File: src/rtl/gen_sched.sv
// Shares one 16-bit output channel between a timer (requester 0) and a second
// generator (requester 1): slow tick, enable pulses, and capture of owner data.
module gen_sched #(
  parameter int unsigned DIV        = 10,
  parameter int unsigned SLOT_TICKS = 8
) (
  input  logic        clk,
  input  logic        rst,
  input  logic        start,
  input  logic        stop,
  input  logic [1:0]  mode,
  output logic        t_en,
  input  logic        t_valid,
  input  logic [15:0] t_out,
  output logic        g_en,
  input  logic        g_valid,
  input  logic [15:0] g_out,
  output logic        tick,
  output logic        sel,
  output logic [15:0] data_out,
  output logic        data_valid,
  output logic        busy
);

  localparam int unsigned DW = (DIV > 2) ? $clog2(DIV) : 1;
  localparam int unsigned SW = (SLOT_TICKS > 1) ? $clog2(SLOT_TICKS) : 1;

  typedef enum logic [1:0] {IDLE, RUN, SWITCH} state_t;

  state_t        state_q, state_d;
  logic [DW-1:0] div_q, div_d;
  logic [SW-1:0] slot_q, slot_d;
  logic          rr_q, rr_d;
  logic          sel_q, sel_d;
  logic [15:0]   data_q, data_d;
  logic          dv_q, dv_d;
  logic          tick_raw;
  logic          owner_valid;
  logic [15:0]   owner_data;

  // A stop in the tick cycle suppresses both the tick and its enable.
  assign tick_raw    = (state_q == RUN) && (div_q == DW'(DIV - 1));
  assign tick        = tick_raw && !stop;
  assign t_en        = tick && !sel_q;
  assign g_en        = tick && sel_q;
  assign sel         = sel_q;
  assign data_out    = data_q;
  assign data_valid  = dv_q;
  assign busy        = (state_q != IDLE);
  assign owner_valid = sel_q ? g_valid : t_valid;
  assign owner_data  = sel_q ? g_out : t_out;

  always_comb begin
    state_d = state_q;
    div_d   = div_q;
    slot_d  = slot_q;
    rr_d    = rr_q;
    sel_d   = sel_q;
    data_d  = data_q;
    dv_d    = 1'b0;

    // sel_q still names the outgoing owner during SWITCH, so capture uses it.
    if (state_q != IDLE && owner_valid) begin
      data_d = owner_data;
      dv_d   = 1'b1;
    end

    unique case (state_q)
      IDLE: begin
        if (start && !stop) begin
          state_d = RUN;
          rr_d    = mode[1];
          sel_d   = (mode == 2'b01);
          div_d   = '0;
          slot_d  = '0;
        end
      end
      RUN: begin
        if (stop) begin
          state_d = IDLE;
          div_d   = '0;
          slot_d  = '0;
        end else if (tick_raw) begin
          div_d = '0;
          if (rr_q) begin
            if (slot_q == SW'(SLOT_TICKS - 1)) begin
              slot_d  = '0;
              state_d = SWITCH;
            end else begin
              slot_d = slot_q + SW'(1);
            end
          end
        end else begin
          div_d = div_q + DW'(1);
        end
      end
      SWITCH: begin
        div_d = '0;
        if (stop) begin
          state_d = IDLE;
          slot_d  = '0;
        end else begin
          sel_d   = !sel_q;
          state_d = RUN;
        end
      end
      default: state_d = IDLE;
    endcase
  end

  always_ff @(posedge clk or posedge rst) begin
    if (rst) begin
      state_q <= IDLE;
      div_q   <= '0;
      slot_q  <= '0;
      rr_q    <= 1'b0;
      sel_q   <= 1'b0;
      data_q  <= '0;
      dv_q    <= 1'b0;
    end else begin
      state_q <= state_d;
      div_q   <= div_d;
      slot_q  <= slot_d;
      rr_q    <= rr_d;
      sel_q   <= sel_d;
      data_q  <= data_d;
      dv_q    <= dv_d;
    end
  end

endmodule

File: config.mk
export PLATFORM = sky130hd
export DESIGN_NAME = gen_sched
export DESIGN_NICKNAME = d
export VERILOG_FILES = /design/src/rtl/gen_sched.sv
export SDC_FILE = /design/constraint.sdc
export NUM_CORES = 1
export LEC_CHECK = 0
export BUFFER_PORTS_ARGS = -buffer_cell sky130_fd_sc_hd__buf_4
export CORE_ASPECT_RATIO = 1.75
export CORE_MARGIN = 5
export CORE_UTILIZATION = 50
export DETAILED_ROUTE_END_ITERATION = 12
export GPL_ROUTABILITY_DRIVEN = 0
export HOLD_SLACK_MARGIN = 0.02
export PLACE_DENSITY_LB_ADDON = 0.05
export SYNTH_ARGS = -nofsm -noshare
export SYNTH_HDL_FRONTEND = slang
export SYNTH_SLANG_ARGS = --single-unit
File: constraint.sdc
create_clock -name clk -period 4 [get_ports clk]
set_input_delay 0.2 -clock clk [delete_from_list [all_inputs] [get_ports clk]]
set_output_delay 0.2 -clock clk [all_outputs]
set_load 0.02 [all_outputs]
==> out/results.tsv <==
stage	metric	value	unit
run_status	run status	finished clean	
logic_synthesis	EDFF count, synth	0	
global_route	vias in the first global route	1318	
logic_synthesis	Synth Area in Compound Gates	0.106	
sta	Slew HR	0.255	
final_layout	share of cells above drive strength 1	0.375	
routing	final wirelength	3320	um
global_route	largest net degree at the start of global routing	34	
clocking	CTS tree	yes	
logic_synthesis	xor/xnor share of the synthesized area	0	
clocking	Max H-tree Level	1	
worst_setup_path	maximum fanout along the worst path	9	
clocking	post_cts resized	0	
clocking	Setup Buffers After CTS	0	
worst_setup_path	worst reg-to-reg setup slack	2.18	ns
floorplan	Initial Util	0.510	
logic_synthesis	register area share after synthesis	0.479	
worst_setup_path	slowest CP cell	or3b_1	
logic_synthesis	post-synth cell types	34	
global_route	first-pass GRT wire length	5600	um
worst_setup_path	CP startpoint kind	flip-flop	
logic_synthesis	simple-gate area share of the yosys netlist	0.176	
clocking	CTS sink cnt	28	
final_layout	most common cell after layout, fill and taps aside	buf_4	
logic_synthesis	Syn. warnings	0	
place	detailed placement HPWL	2650	um
routing	vias per cell	5.24	
logic_synthesis	synthesis-stage register bit count	28	
logic_synthesis	Main synth FF type	dfrtp_1	
clocking	CTS buffer count	3	
clocking	clock-pin slew on the worst setup and hold paths	0.10	ns
pwr	pwr/cell area	504	nW/um^2
sta	PnR worst setup slack	1.99	ns
floorplan	Ports	62	
sta	Final Max Slew Viols	0	
logic_synthesis	Mapped Cells	143	
worst_setup_path	Critical Path RT	3.80	ns
routing	Detail Route Antenna Nets	0	
floorplan	Die Wd	50.9	um
sta	final hold vios	0	
worst_setup_path	WP buf/inv	1	
final_layout	ant diodes	0	
place	Post-Place Cells	224	
sta	worst hold margin	0.152	ns
place	pre-CTS setup slack	2.13	ns
sta	Setup-failing EPs final	0	
sta	FMAX	498	MHz
pwr	Max VDD drop	323	uV
routing	wire per inst	14.5	um
sta	fin crit share	0.502	
sta	Slew @ Worst Pin	1.12	ns
worst_setup_path	max incr delay on CP	0.60	ns
worst_setup_path	Top Family by Delay on Critical Path	simple AND/OR/NAND/NOR gates	
final_layout	commonest non-fill, non-tap cells in the layout	buf_4 (62), dfrtp_1 (28), nor2_1 (24)	
final_layout	Fillers	238	
floorplan	Die H	81.5	um
floorplan	die area	4150	um^2
logic_synthesis	largest family of logic cells by synthesized area	simple AND/OR/NAND/NOR gates	
routing	total number of vias	1195	
logic_synthesis	post-synthesis mux area share	0.155	
final_layout	Nets	245	
global_route	gr ovfl total	0	
sta	unrepaired setup endpoints after global routing	false	
sta	setup tns final	0	ns
clocking	cts hold-fix bufs	0	
clocking	Longest Clk Path Bufs	2	
global_route	initial antenna violation count	0	
worst_setup_path	Arr. time, crit path	1.81	ns
worst_setup_path	worst reg2reg path depth	3	
routing	drt first pass iters	4	
worst_setup_path	worst path cell trace	or3b_1, nor2_1, and2_1, buf_4	
worst_setup_path	reg2reg end	data_out[10]	
routing	drc violations	0	
pwr	Pleak	0.955	nW
logic_synthesis	Synth Net Count	187	
logic_synthesis	synthesized area	1460	um^2
global_route	Total GRT Usage	0.174	
floorplan	cell row count	26	
worst_hold_path	hold path depth	2	
routing	initial DRC count	18	
pwr	Total Power	0.000999	W
logic_synthesis	asr flop ratio synth	1.00	
clocking	Skew-Pair Late Insertion Delay	0.27	ns
worst_setup_path	worst reg2reg startpoint	state_q[1]	
logic_synthesis	Adder-Cell Fraction of Synth Area	0.0342	
worst_hold_path	min-delay worst type	in -> reg	
place	Port Buf Inserts	61	
worst_setup_path	Setup crit end kind	primary output	
final_layout	non-filler cells in the finished layout	228	
logic_synthesis	syn avg cell area	10.2	um^2
final_layout	Area Overhead vs Synth	35.4	%
job	max cap viols	0	
sta	skew final	0.00339	ns
worst_hold_path	worst hold start	stop	
worst_hold_path	Hold EP	state_q[0]	
floorplan	CORE AREA	2860	um^2
sta	crit path time final	2.01	ns
clocking	clock root buffer	clkbuf_8	
worst_setup_path	kind of critical path	reg -> out	
## where the power goes
| group | internal [W] | switching [W] | total (W) |
|---|---|---|---|
| Sequential | 0.000355 | 0.0000466 | 0.000401 |
| Combinational | 0.000174 | 0.000202 | 0.000376 |
| Clock | 0.000134 | 0.0000876 | 0.000222 |
| Total | 0.000662 | 0.000336 | 0.000999 |
## how the worst max path moves through the flow
stage	slack [ns]	end	cells past startpoint	from
after global placement	2.29	data_out[10]	3	state_q[1]
after detailed placement	2.13	data_out[10]	3	state_q[0]
after CTS	1.98	g_en	4	state_q[1]
after global routing	1.89	data_out[10]	4	state_q[1]
final	1.99	g_en	4	state_q[1]
after floorplan	2.17	g_en	5	state_q[1]
## routing by layer
| layer | vias to the layer above | global-route usage | share of wire |
|---|---|---|---|
| li1 | 604 | - | - |
| met1 | 560 | 0.173 | 0.36 |
| met2 | 29 | 0.330 | 0.58 |
| met3 | 2 | 0.0436 | 0.059 |
| met4 | 0 | 0.0716 | 0.0081 |
| met5 | - | 0 | 0 |
## logic make-up after synthesis
logic type      count (synthesis)
compound gates                 27
buf+inv                        13
mux                            22
fa+ha+maj                       4
flops                          28
simple gates                   49
## per-stage QoR
stage,util,area [um^2]
4_1_cts,0.691,1980
6_report,0.691,1980
3_5_place_dp,0.667,1910
5_1_grt,0.691,1980
3_3_place_gp,0.667,1910
2_1_floorplan,-,1460
## synth_stat cells, types with 2 or more instances
| cell | number | share of area |
|---|---|---|
| nor2_1 | 25 | 0.064 |
| buf_6 | 2 | 0.015 |
| o31ai_1 | 2 | 0.010 |
| a21oi_1 | 18 | 0.062 |
| nand2_1 | 4 | 0.010 |
| clkbuf_1 | 2 | 0.0051 |
| mux2i_1 | 17 | 0.12 |
| buf_2 | 3 | 0.010 |
| o21ai_0 | 4 | 0.014 |
| nor3_1 | 4 | 0.014 |
| and2_1 | 2 | 0.0086 |
| mux2_1 | 3 | 0.023 |
| dfrtp_1 | 28 | 0.48 |
| ha_1 | 4 | 0.034 |
| nand3_1 | 2 | 0.0068 |
| mux2_2 | 2 | 0.015 |
| inv_1 | 4 | 0.010 |
## worst register-to-register path, cell delays in order (launching register included)
cell	delay, ns
dfrtp_1	0.47
nor2_1	0.12
nor2_2	0.87
a21oi_1	0.19
## layout make-up
class | count | area [um^2] | area share
clock buffers | 3 | 41.3 | 0.0209
inverters | 4 | 15.0 | 0.00759
repair buffers | 62 | 465 | 0.235
multi-input cells | 102 | 692 | 0.350
clock inverters | 1 | 30.0 | 0.0152
well taps | 28 | 35.0 | 0.0177
flip-flops and latches | 28 | 701 | 0.354
## registers in the layout (all words and copies together) (netlist names)
signal,cells
data_out,16
data_valid,1
div_q,4
rr_q,1
sel,1
slot_q,3
state_q,2
Note: power is estimated with default switching activity, not from simulation.
